[src/rtl/fp_to_fixed_decoder.sv]
// -----------------------------------------------------------------------------
// fp_to_fixed_decoder
//
// Turns the 8-bit float format {sign, exp[EXP_W], sig[SIG_W]} back into
// OUT_W-bit two's-complement linear data:
//   value = (-1)^sign * sig * 2^exp
// Both sides use valid/ready handshakes. One word is in flight at a time.
//
// Default build: a serial shifter moves the significand one bit position
// per clock, so the result appears exp+1 cycles after the accept edge.
// Build option FP_DECODE_BARREL_EN: the SHIFT state is removed. The result
// is computed with a combinational barrel shift at the accept edge, so it
// appears one cycle after acceptance for every exponent. Both builds give
// bit-identical results.
//
// Ports
//   clk        clock, rising edge
//   rst        asynchronous reset, active high
//   in_valid   sign/exp/sig carry a word
//   in_ready   decoder is idle and takes a word (depends only on state)
//   sign       1 = negative
//   exp        exponent, used as the shift count
//   sig        unsigned significand, no hidden bit
//   out_valid  d_out holds a decoded result
//   out_ready  downstream takes d_out
//   d_out      registered two's-complement result
//   busy       decoder is not idle
//
// Parameters: EXP_W, SIG_W, OUT_W. They must satisfy
// SIG_W + 2^EXP_W - 1 <= OUT_W - 1 so that the magnitude never overflows.
//
// state | meaning
// ------+------------------------------------------------------------
// IDLE  | waiting for a word; in_ready high
// SHIFT | serial shift, cnt positions left to go (default build only)
// DONE  | result on d_out; held until out_ready
// -----------------------------------------------------------------------------
module fp_to_fixed_decoder #(
  parameter int EXP_W = 3,
  parameter int SIG_W = 4,
  parameter int OUT_W = 12
) (
  input  logic             clk,
  input  logic             rst,
  input  logic             in_valid,
  output logic             in_ready,
  input  logic             sign,
  input  logic [EXP_W-1:0] exp,
  input  logic [SIG_W-1:0] sig,
  output logic             out_valid,
  input  logic             out_ready,
  output logic [OUT_W-1:0] d_out,
  output logic             busy
);

  // The magnitude gets one bit less than the output; the top bit is the sign.
  localparam int MAG_W = OUT_W - 1;

`ifdef FP_DECODE_BARREL_EN
  typedef enum logic [1:0] {
    IDLE = 2'd0,
    DONE = 2'd2
  } state_t;
`else
  typedef enum logic [1:0] {
    IDLE  = 2'd0,
    SHIFT = 2'd1,
    DONE  = 2'd2
  } state_t;
`endif

  state_t           state, state_nxt;
  logic [OUT_W-1:0] d_out_nxt;
  logic             out_valid_nxt;

  // Applies the sign to a magnitude. A negative zero becomes zero because
  // the carry out of ~0 + 1 falls off the top.
  function automatic logic [OUT_W-1:0] apply_sign(input logic             neg,
                                                  input logic [MAG_W-1:0] m);
    logic [OUT_W-1:0] ext;
    ext = {1'b0, m};
    return neg ? (~ext + OUT_W'(1)) : ext;
  endfunction

  assign in_ready = (state == IDLE);
  assign busy     = (state != IDLE);

`ifdef FP_DECODE_BARREL_EN

  always_comb begin
    state_nxt     = state;
    d_out_nxt     = d_out;
    out_valid_nxt = out_valid;
    case (state)
      IDLE: begin
        if (in_valid) begin
          d_out_nxt     = apply_sign(sign, MAG_W'(sig) << exp);
          out_valid_nxt = 1'b1;
          state_nxt     = DONE;
        end
      end
      DONE: begin
        if (out_ready) begin
          out_valid_nxt = 1'b0;
          state_nxt     = IDLE;
        end
      end
      default: begin
        out_valid_nxt = 1'b0;
        state_nxt     = IDLE;
      end
    endcase
  end

  always_ff @(posedge clk or posedge rst) begin
    if (rst) begin
      state     <= IDLE;
      out_valid <= 1'b0;
      d_out     <= '0;
    end else begin
      state     <= state_nxt;
      out_valid <= out_valid_nxt;
      d_out     <= d_out_nxt;
    end
  end

`else

  logic [MAG_W-1:0] mag, mag_nxt;
  logic [EXP_W-1:0] cnt, cnt_nxt;
  logic             sgn, sgn_nxt;

  always_comb begin
    state_nxt     = state;
    d_out_nxt     = d_out;
    out_valid_nxt = out_valid;
    mag_nxt       = mag;
    cnt_nxt       = cnt;
    sgn_nxt       = sgn;
    case (state)
      IDLE: begin
        if (in_valid) begin
          mag_nxt   = MAG_W'(sig);
          cnt_nxt   = exp;
          sgn_nxt   = sign;
          state_nxt = SHIFT;
        end
      end
      SHIFT: begin
        if (cnt != '0) begin
          mag_nxt = mag << 1;
          cnt_nxt = cnt - EXP_W'(1);
        end else begin
          d_out_nxt     = apply_sign(sgn, mag);
          out_valid_nxt = 1'b1;
          state_nxt     = DONE;
        end
      end
      DONE: begin
        if (out_ready) begin
          out_valid_nxt = 1'b0;
          state_nxt     = IDLE;
        end
      end
      default: begin
        out_valid_nxt = 1'b0;
        state_nxt     = IDLE;
      end
    endcase
  end

  always_ff @(posedge clk or posedge rst) begin
    if (rst) begin
      state     <= IDLE;
      out_valid <= 1'b0;
      d_out     <= '0;
      mag       <= '0;
      cnt       <= '0;
      sgn       <= 1'b0;
    end else begin
      state     <= state_nxt;
      out_valid <= out_valid_nxt;
      d_out     <= d_out_nxt;
      mag       <= mag_nxt;
      cnt       <= cnt_nxt;
      sgn       <= sgn_nxt;
    end
  end

`endif

endmodule
[config.mk]
export PLATFORM = sky130hd
export DESIGN_NAME = fp_to_fixed_decoder
export DESIGN_NICKNAME = d
export VERILOG_FILES = /design/src/rtl/fp_to_fixed_decoder.sv
export SDC_FILE = /design/constraint.sdc
export NUM_CORES = 1
export LEC_CHECK = 0
export BUFFER_PORTS_ARGS = -buffer_cell sky130_fd_sc_hd__buf_2
export CAP_MARGIN = 15
export CORE_UTILIZATION = 45
export DETAILED_ROUTE_END_ITERATION = 8
export GPL_TIMING_DRIVEN = 0
export MAX_ROUTING_LAYER = met4
export PLACE_DENSITY_LB_ADDON = 0.25
export SYNTH_ARGS = -nofsm -noshare
export SYNTH_HDL_FRONTEND = slang
export SYNTH_SLANG_ARGS = --single-unit
[constraint.sdc]
create_clock -name clk -period 1.6 [get_ports clk]
set_clock_uncertainty 0.1 [all_clocks]
set_input_delay 0 -clock clk [delete_from_list [all_inputs] [get_ports clk]]
set_output_delay 0 -clock clk [all_outputs]
set_load 0.1 [all_outputs]
==> out/results.tsv, run 1 <==
stage	metric	value	unit
final_layout	final core utilization	72.2	%
floorplan	num rows	20	
cts	CTS buffer count	5	
timing	Fmax achieved	0.585	GHz
outcome	status	complete, but fails checks	
setup_path	family with the most delay on the worst path	simple AND/OR/NAND/NOR gates	
final_layout	area grow syn2layout	49.5	%
routing	Routed WL per cell	15.1	µm
cts	root buffer cell	clkbuf_4	
final_layout	most frequent cells in the layout	nand2_1, buf_2, dfrtp_1	
setup_path	worst stage delay on the critical path	0.35	ns
synthesis	Netlist cell types	36	
grt	antenna violations before repair	0	
grt	vias in the first global route	1290	
setup_path	Critical-path top delay cell	dfrtp_1	
floorplan	Initial Util	48.3	%
timing	final worst slack	-0.109	ns
synthesis	number of synthesized flops with an enable pin	0	
final_layout	antenna cells	0	
cts	H-tree levels	2	
grt	Total GRT Usage	24.6	%
setup_path	CP startpoint kind	register	
final_layout	most common cell after layout, fill and taps aside	nand2_1	
synthesis	top-area cell type share of the netlist area	49.7	%
timing	fin. max-slew vios	0	
synthesis	Synth area leaders	dfrtp_1, nand2_1, o21ai_0	
synthesis	ys flop type	dfrtp_1	
cts	clk_lat worst skew	0.34	ns
routing	# DRC	0	
setup_path	crit end category	register	
floorplan	Die H	60.0	µm
timing	Least-Margin Pin Slew	0.524	ns
setup_path	Crit path required time	1.77	ns
outcome	violated checks	setup timing	
routing	DRT Pass-1 Iters	4	
routing	number of routed nets with antenna violations	0	
synthesis	post-synth net total	178	
synthesis	FF+latch count, synth	30	
timing	final setup fails	15	
cts	CTS clk-pin slew, worst paths	0.10	ns
setup_path	critical path class	reg -> reg	
placement	placer congestion estimate	0.788	
synthesis	Syn Std Cell Area	1510	µm²
synthesis	Synth async-reset ratio	100	%
routing	drt initial violations	40	
final_layout	fillers	216	
placement	HPWL Detailed	2230	µm
floorplan	IO Count	27	
cts	deepest clock path buffer count	2	
routing	drt total wl	4090	µm
grt	largest net degree at the start of global routing	31	
routing	via count	1428	
floorplan	DIE AREA	3590	µm²
setup_path	WP buf/inv	4	
routing	Vias/cell	5.27	
setup_path	CP arrival	1.88	ns
timing	post-route minimum period	1.71	ns
cts	Sink Count	30	
placement	I/O Buffers	26	
floorplan	Die W	60.0	µm
setup_path	crit-path cells	inv_2 -> ha_4 -> and3b_1 -> or3_4 -> buf_8 -> clkinv_8 -> buf_4 -> nor2_1 -> a31oi_1	
synthesis	synthesized instance count	163	
synthesis	register area share after synthesis	49.7	%
timing	Slew HR	65.1	%
floorplan	core area	3130	µm²
synthesis	area leader, netlist	dfrtp_1	
grt	total grt overflow	0	
final_layout	Final #Nets	241	
final_layout	layout cells sized above 1	43.2	%
setup_path	crit path max fanout	7	
timing	final worst-path cycle share	107	%
grt	first-pass GRT wire length	6130	µm
synthesis	Avg Cell Area, Syn	9.27	µm²
timing	RSZ-0062 raised after global routing	yes	
synthesis	Ys Warns	0	
cts	CTS tree	yes	
timing	Hold Violations, Final	0	
min_path	Hold Crit Class	in -> async	
job	Max Cap Violations	0	
layout make-up:
cell class	instances	area [µm²]	share of cell area [%]
Buffer	8	73.8	3.27
Clock buffer	7	55.1	2.44
Clock inverter	1	5.00	0.221
Inverter	7	38.8	1.72
Multi-Input combinational cell	116	841	37.2
Sequential cell	30	756	33.4
Tap cell	44	55.1	2.44
Timing Repair Buffer	58	435	19.3
worst paths after layout:
| kind | start | endpoint | slack (ns) | cells after the start |
|---|---|---|---|---|
| min in group clk | exp[1] | cnt[1] | 0.36 | 4 |
| max in group asynchronous | rst | state[1] | 0.93 | 4 |
| hold reg to reg | d_out[2] | d_out[2] | 0.38 | 2 |
| setup / recovery | cnt[1] | mag[1] | -0.11 | 9 |
| setup reg to reg | cnt[1] | mag[1] | -0.11 | 9 |
| hold / removal | rst | d_out[4] | 0.03 | 3 |
what timing repair did:
item	CTS	global route
pin swaps	8	7
gates cloned	2	0
gates resized for setup	34	31
hold buffers	12	0
endpoints found under the hold margin	40	0
setup buffers	11	6
endpoints found under the setup margin	27	26
metrics by stage:
step	hold WS [ns]	setup TNS (ns)	cells	setup WS (ns)	cell area, µm²
global placement	0.128	-1.95	233	-0.137	1750
detailed placement	0.135	-2.85	233	-0.198	1750
finish	0.0309	-0.855	271	-0.109	2260
global route	0.0702	-1.91	271	-0.214	2260
floorplan	-0.00919	-0.0766	163	-0.0613	1570
CTS	0.323	-0.500	266	-0.0711	2120
layer usage:
| layer | GRT usage (%) | routed length (µm) |
|---|---|---|
| met1 | 29.8 | 1690 |
| met4 | 13.0 | 154 |
| met5 | - | 0 |
| met2 | 37.5 | 2090 |
| met3 | 6.71 | 157 |
synth_stat cells (2+ instances only):
library cell / count
buf_6: 2
nor2_1: 6
dfrtp_1: 30
xor2_1: 7
nand2b_1: 3
o31ai_1: 2
ha_1: 3
buf_2: 2
or3_1: 3
clkbuf_1: 4
nor2b_1: 2
o21ai_0: 23
mux2i_1: 2
a21oi_1: 2
buf_1: 2
nand2_1: 38
inv_1: 6
nand3_1: 4
a31oi_1: 3
o211ai_1: 3
registers in the layout (all words and copies together) (netlist names):
signal and cells:
cnt 3, d_out 12, mag 11, out_valid 1, sgn 1, state 2
logic make-up after synthesis:
| kind of cell | synth area share, % |
|---|---|
| AND/OR/NAND/NOR | 18.4 |
| flip-flops | 49.7 |
| buffers and inverters | 5.46 |
| adder cells (fa/ha/maj) | 2.48 |
| XOR/XNOR | 4.64 |
| AO/OA/AOI/OAI | 17.3 |
| multiplexers | 2.07 |
worst register-to-register path: cells and delay by family (launching register included):
kind            cells  cell delay [ns]
compound gates      1             0.14
fa+ha+maj           1             0.16
buf+inv             4             0.36
flops               1             0.35
simple gates        3             0.53
Power of run 1 is left out: the tool's default activity adds up to more than one toggle a clock period on the data nets, which glitch-free logic cannot reach.
==> run 2, diff against run 1 <==
--- a/config.mk
+++ b/config.mk
@@ -9,7 +9,7 @@
 export CAP_MARGIN = 15
 export CORE_UTILIZATION = 45
 export DETAILED_ROUTE_END_ITERATION = 8
-export GPL_TIMING_DRIVEN = 0
+export GPL_TIMING_DRIVEN = 1
 export MAX_ROUTING_LAYER = met4
 export PLACE_DENSITY_LB_ADDON = 0.25
 export SYNTH_ARGS = -nofsm -noshare
==> constraint.sdc (replaced) <==
create_clock -name clk -period 1.6 [get_ports clk]
set_clock_uncertainty 0.1 [all_clocks]
set_input_delay 0.16 -clock clk [delete_from_list [all_inputs] [get_ports clk]]
set_output_delay 0.16 -clock clk [all_outputs]
set_load 0.1 [all_outputs]
==> run 2 against run 1 <==
Against the previous run:
- the flow still finishes with violations (setup timing)
- core utilization fell by 3.4 points
- die area did not move
- register-to-register slack improved by 0.07 ns
- cell area fell by 4.8%
- sequential cell count did not move
- wire length fell by 8.6%
- critical endpoint is now mag[5]
==> out/results.tsv, run 2 (synthesized netlist as in run 1, its figures left out) <==
stage	metric	value	unit	change
outcome	status	complete, but fails checks		
outcome	violated checks	setup timing		
setup_path	Crit path required time	1.73	ns	-0.04 ns
setup_path	crit path max fanout	7		unchanged
timing	final worst-path cycle share	102	%	-4.3 points
cts	clk_lat worst skew	0.33	ns	about the same
timing	RSZ-0062 raised after global routing	yes		
cts	Sink Count	30		unchanged
placement	I/O Buffers	26		unchanged
final_layout	most common cell after layout, fill and taps aside	nand2_1		
job	Max Cap Violations	0		unchanged
final_layout	layout cells sized above 1	38.6	%	-4.5 points
cts	root buffer cell	clkbuf_4		
cts	CTS buffer count	5		unchanged
setup_path	Setup crit start	cnt[0]		
floorplan	Die W	60.0	µm	unchanged
routing	Vias/cell	5.14		-2.5%
cts	deepest clock path buffer count	2		unchanged
setup_path	Crit Reg-Reg Startpoint	cnt[0]		
grt	antenna violations before repair	0		unchanged
setup_path	WP buf/inv	2		-2
grt	first-pass GRT wire length	5620	µm	-8.3%
setup_path	CP arrival	1.77	ns	-0.11 ns
setup_path	critical path class	reg -> reg		
timing	post-route minimum period	1.64	ns	-0.0692 ns
final_layout	Final #Nets	234		-2.9%
floorplan	DIE AREA	3590	µm²	unchanged
cts	H-tree levels	2		unchanged
timing	fin. max-slew vios	0		unchanged
placement	placer congestion estimate	0.759		-3.6%
timing	Hold Violations, Final	0		unchanged
setup_path	R2R Setup Slk	-0.04	ns	+0.07 ns
cts	CTS clk-pin slew, worst paths	0.09	ns	about the same
routing	drt initial violations	60		+50%
final_layout	area grow syn2layout	42.4	%	
floorplan	Initial Util	48.3	%	unchanged
setup_path	end of the critical path	mag[5]		
grt	total grt overflow	0		unchanged
cts	CTS tree	yes		
routing	# DRC	0		unchanged
timing	Least-Margin Pin Slew	0.504	ns	-0.0198 ns
setup_path	worst reg2reg path depth	7		-2
floorplan	Die H	60.0	µm	unchanged
routing	DRT Pass-1 Iters	4		unchanged
setup_path	family with the most delay on the worst path	simple AND/OR/NAND/NOR gates		
setup_path	CP startpoint kind	register		
grt	largest net degree at the start of global routing	31		unchanged
final_layout	post-route cell area	2150	µm²	-4.8%
timing	Slew HR	66.4	%	+1.3 points
routing	number of routed nets with antenna violations	0		unchanged
grt	Total GRT Usage	22.8	%	-1.8 points
floorplan	core area	3130	µm²	unchanged
setup_path	Critical-path top delay cell	or3_4		
timing	Fmax achieved	0.610	GHz	+4.2%
min_path	Hold Crit Class	in -> reg		
final_layout	Top reg by flops	d_out		
routing	Routed WL per cell	14.2	µm	-6.1%
floorplan	num rows	20		unchanged
routing	drt total wl	3740	µm	-8.6%
setup_path	worst stage delay on the critical path	0.42	ns	+0.07 ns
timing	final worst slack	-0.0396	ns	+0.0692 ns
setup_path	crit end category	register		
placement	HPWL Detailed	2180	µm	-2.5%
timing	final setup fails	8		-7
placement	pre-CTS setup slack	-0.0838	ns	+0.114 ns
final_layout	antenna cells	0		unchanged
setup_path	crit-path cells	inv_2 -> ha_4 -> and3b_1 -> or3_4 -> clkbuf_16 -> nand2_2 -> o21ai_1		
floorplan	IO Count	27		unchanged
setup_path	cell count along the critical path	7		-2
routing	via count	1356		-5.0%
setup_path	reg2reg end	mag[5]		
placement	placed instance area	1820	µm²	+4.1%
final_layout	max reg flops	12		unchanged
final_layout	most frequent cells in the layout	nand2_1, dfrtp_1, buf_2		
final_layout	final core utilization	68.8	%	-3.4 points
final_layout	top flop regs	d_out (12), mag (11), cnt (3)		
grt	vias in the first global route	1271		-1.5%
## run 2: worst reg2reg max path, stage by stage (launching register included)
cell and delay (ns):
dfrtp_1 0.35, inv_2 0.05, ha_4 0.15, and3b_1 0.15, or3_4 0.42, clkbuf_16 0.20
nand2_2 0.05, o21ai_1 0.06
## run 2: layer usage
metal,track usage (%),vias up,share of wire [%]
li1,-,665,-
met1,25.3,644,40
met2,36.3,37,53
met3,8.44,10,4.3
met4,10.3,0,2.4
met5,-,-,0
## run 2: per-stage QoR
step,hold WS (ns),std cells,TNS [ns]
floorplan,0.151,163,-0.241
global placement,0.145,240,-0.0447
detailed placement,0.153,240,-0.279
CTS,0.0493,259,-0.0751
global route,0.130,264,-1.16
finish,0.0703,264,-0.177
## run 2: how the worst min path moves through the flow
stage            from        to  slack [ns]  depth (start not counted)
2_1_floorplan     rst    cnt[0]        0.15                          1
3_3_place_gp      rst  d_out[1]        0.14                          3
3_5_place_dp      rst  d_out[2]        0.15                          3
4_1_cts        exp[2]    cnt[2]        0.05                          3
5_1_grt        exp[2]    cnt[2]        0.13                          3
6_report       exp[2]    cnt[2]        0.07                          3
## run 2: what timing repair did
action                                  in CTS  in global routing
gates resized for setup                      9                 28
buffers inserted                             1                  3
hold buffers                                10                  0
pin swaps                                    2                 10
hold endpoints to repair                    38                  0
endpoints found under the setup margin      13                 20
gates cloned                                 0                  2
## run 2: layout make-up
class	instances	area (µm²)
tap	44	55.1
multi-input combinational	116	788
fill	240	976
timing repair inverter	1	8.76
clock buffer	7	55.1
inverter	7	38.8
timing repair buffer	58	450
sequential	30	751
clock inverter	1	5.00
Power of run 2 is left out for the same reason.
==> run 3, diff against run 2 <==
--- a/config.mk
+++ b/config.mk
@@ -5,7 +5,7 @@
 export SDC_FILE = /design/constraint.sdc
 export NUM_CORES = 1
 export LEC_CHECK = 0
-export BUFFER_PORTS_ARGS = -buffer_cell sky130_fd_sc_hd__buf_2
+export BUFFER_PORTS_ARGS = -buffer_cell sky130_fd_sc_hd__buf_4
 export CAP_MARGIN = 15
 export CORE_UTILIZATION = 45
 export DETAILED_ROUTE_END_ITERATION = 8
==> run 3 against run 2 <==
Against the previous run:
- the flow still finishes with violations (setup timing)
- cell count increased by 0.76%
- sequential cell count unchanged
- core utilization increased by 4.2 points
- via count increased by 2.4%
- sequential share of layout area decreased by 2.0 points
- register-to-register slack about the same
- global-route usage decreased by 0.90 points
- critical endpoint is now d_out[8]
==> out/results.tsv, run 3 (synthesized netlist as in run 1, its figures left out) <==
stage	metric	value	unit	change
grt	Total GRT Usage	21.9	%	-0.90 points
grt	first-pass GRT wire length	5460	µm	-2.8%
routing	top layer in use	met4		
timing	final worst-path cycle share	103	%	+0.78 points
routing	met2 WL	1960	µm	-1.5%
final_layout	layout cells sized above 1	40.1	%	+1.5 points
setup_path	end of the critical path	d_out[8]		
setup_path	Setup crit start	mag[3]		
placement	I/O Buffers	26		unchanged
routing	via count	1388		+2.4%
setup_path	crit path max fanout	6		-1
setup_path	Crit Reg-Reg Startpoint	mag[3]		
timing	Setup TNS Final	-0.168	ns	+0.00825 ns
setup_path	worst reg2reg path depth	4		-3
floorplan	Die H	60.0	µm	unchanged
cts	CTS buffer count	5		unchanged
cts	deepest clock path buffer count	2		unchanged
final_layout	antenna cells	0		unchanged
timing	fin. max-slew vios	0		unchanged
routing	drt initial violations	76		+27%
routing	wl on met1	1560	µm	+3.8%
routing	Met3 Routed Length	130	µm	-20%
floorplan	core area	3130	µm²	unchanged
final_layout	top flop regs	d_out (12), mag (11), cnt (3)		
routing	# DRC	0		unchanged
setup_path	Crit path required time	1.72	ns	about the same
setup_path	CP startpoint kind	register		
cts	H-tree levels	2		unchanged
routing	Routed WL per cell	14.2	µm	-0.11%
grt	antenna violations before repair	0		unchanged
final_layout	area grow syn2layout	51.1	%	
cts	clk_lat worst skew	0.34	ns	about the same
timing	Fmax achieved	0.605	GHz	-0.76%
cts	Sink Count	30		unchanged
timing	Hold Violations, Final	0		unchanged
final_layout	max reg flops	12		unchanged
placement	placer congestion estimate	0.758		-0.16%
final_layout	Final #Nets	236		+0.85%
final_layout	Final Non-Filler Cells	266		+0.76%
timing	RSZ-0062 raised after global routing	yes		
outcome	status	complete, but fails checks		
setup_path	R2R Setup Slk	-0.05	ns	about the same
outcome	violated checks	setup timing		
floorplan	Initial Util	48.3	%	unchanged
setup_path	reg2reg end	d_out[8]		
routing	DRT Pass-1 Iters	4		unchanged
final_layout	most common cell after layout, fill and taps aside	buf_4		
cts	root buffer cell	clkbuf_4		
routing	number of routed nets with antenna violations	0		unchanged
floorplan	IO Count	27		unchanged
final_layout	most frequent cells in the layout	buf_4, nand2_1, dfrtp_1		
floorplan	DIE AREA	3590	µm²	unchanged
floorplan	num rows	20		unchanged
placement	HPWL Detailed	2280	µm	+4.7%
routing	drt total wl	3760	µm	+0.64%
job	Max Cap Violations	0		unchanged
grt	vias in the first global route	1317		+3.6%
timing	post-route minimum period	1.65	ns	+0.0125 ns
timing	final setup fails	7		-1
grt	largest net degree at the start of global routing	31		unchanged
floorplan	Die W	60.0	µm	unchanged
grt	total grt overflow	0		unchanged
timing	Slew HR	64.2	%	-2.2 points
setup_path	crit end category	register		
timing	Least-Margin Pin Slew	0.537	ns	+0.0324 ns
routing	Vias/cell	5.22		+1.6%
final_layout	Top reg by flops	d_out		
setup_path	critical path class	reg -> reg		
placement	placed insts	242		+0.83%
setup_path	CP arrival	1.77	ns	about the same
cts	CTS clk-pin slew, worst paths	0.11	ns	+0.02 ns
min_path	Hold Crit Class	in -> reg		
timing	final worst slack	-0.0521	ns	-0.0125 ns
cts	CTS tree	yes		
[run 3: metal layers]
layer | vias to the layer above | GRT usage, %
li1 | 673 | -
met1 | 669 | 21.3
met2 | 33 | 37.9
met3 | 13 | 6.06
met4 | 0 | 14.0
met5 | - | -
[run 3: worst max-delay path: stages, from the launching register on]
cell and delay [ns]:
dfrtp_1 0.40, or3_4 0.46, o41ai_4 0.32, xor2_1 0.16, o21ai_0 0.09
[run 3: through the flow]
stage | hold slack [ns] | worst slack, ns | util, % | area [µm²]
2_1_floorplan | 0.151 | -0.221 | - | 1570
3_3_place_gp | 0.156 | -0.0154 | 60.7 | 1900
3_5_place_dp | 0.163 | -0.0813 | 60.7 | 1900
4_1_cts | 0.0321 | -0.0201 | 68.0 | 2130
5_1_grt | 0.0656 | -0.0949 | 73.0 | 2280
6_report | 0.0412 | -0.0521 | 73.0 | 2280
[run 3: worst min path at each step]
| stage | startpoint | to | slack, ns | depth (start not counted) |
|---|---|---|---|---|
| after global routing | exp[2] | cnt[2] | 0.07 | 3 |
| after CTS | exp[2] | cnt[2] | 0.03 | 3 |
| after floorplan | rst | cnt[0] | 0.15 | 1 |
| after global placement | rst | d_out[1] | 0.16 | 3 |
| after detailed placement | rst | d_out[1] | 0.16 | 3 |
| final | exp[2] | cnt[2] | 0.04 | 3 |
[run 3: repair_timing]
item | in CTS | in global routing
pin swaps | 3 | 12
setup endpoints to repair | 15 | 22
endpoints found under the hold margin | 39 | 0
hold buffers | 10 | 0
buffers inserted | 2 | 3
gates cloned | 0 | 1
gates resized for setup | 10 | 33
[run 3: final cells by class]
class	count	area, µm²
fill	206	845
clock buffer	5	37.5
clock inverter	3	40.0
timing repair buffer	61	544
multi-input combinational	116	817
tap	44	55.1
sequential	30	751
inverter	7	38.8
Power of run 3 is left out for the same reason.
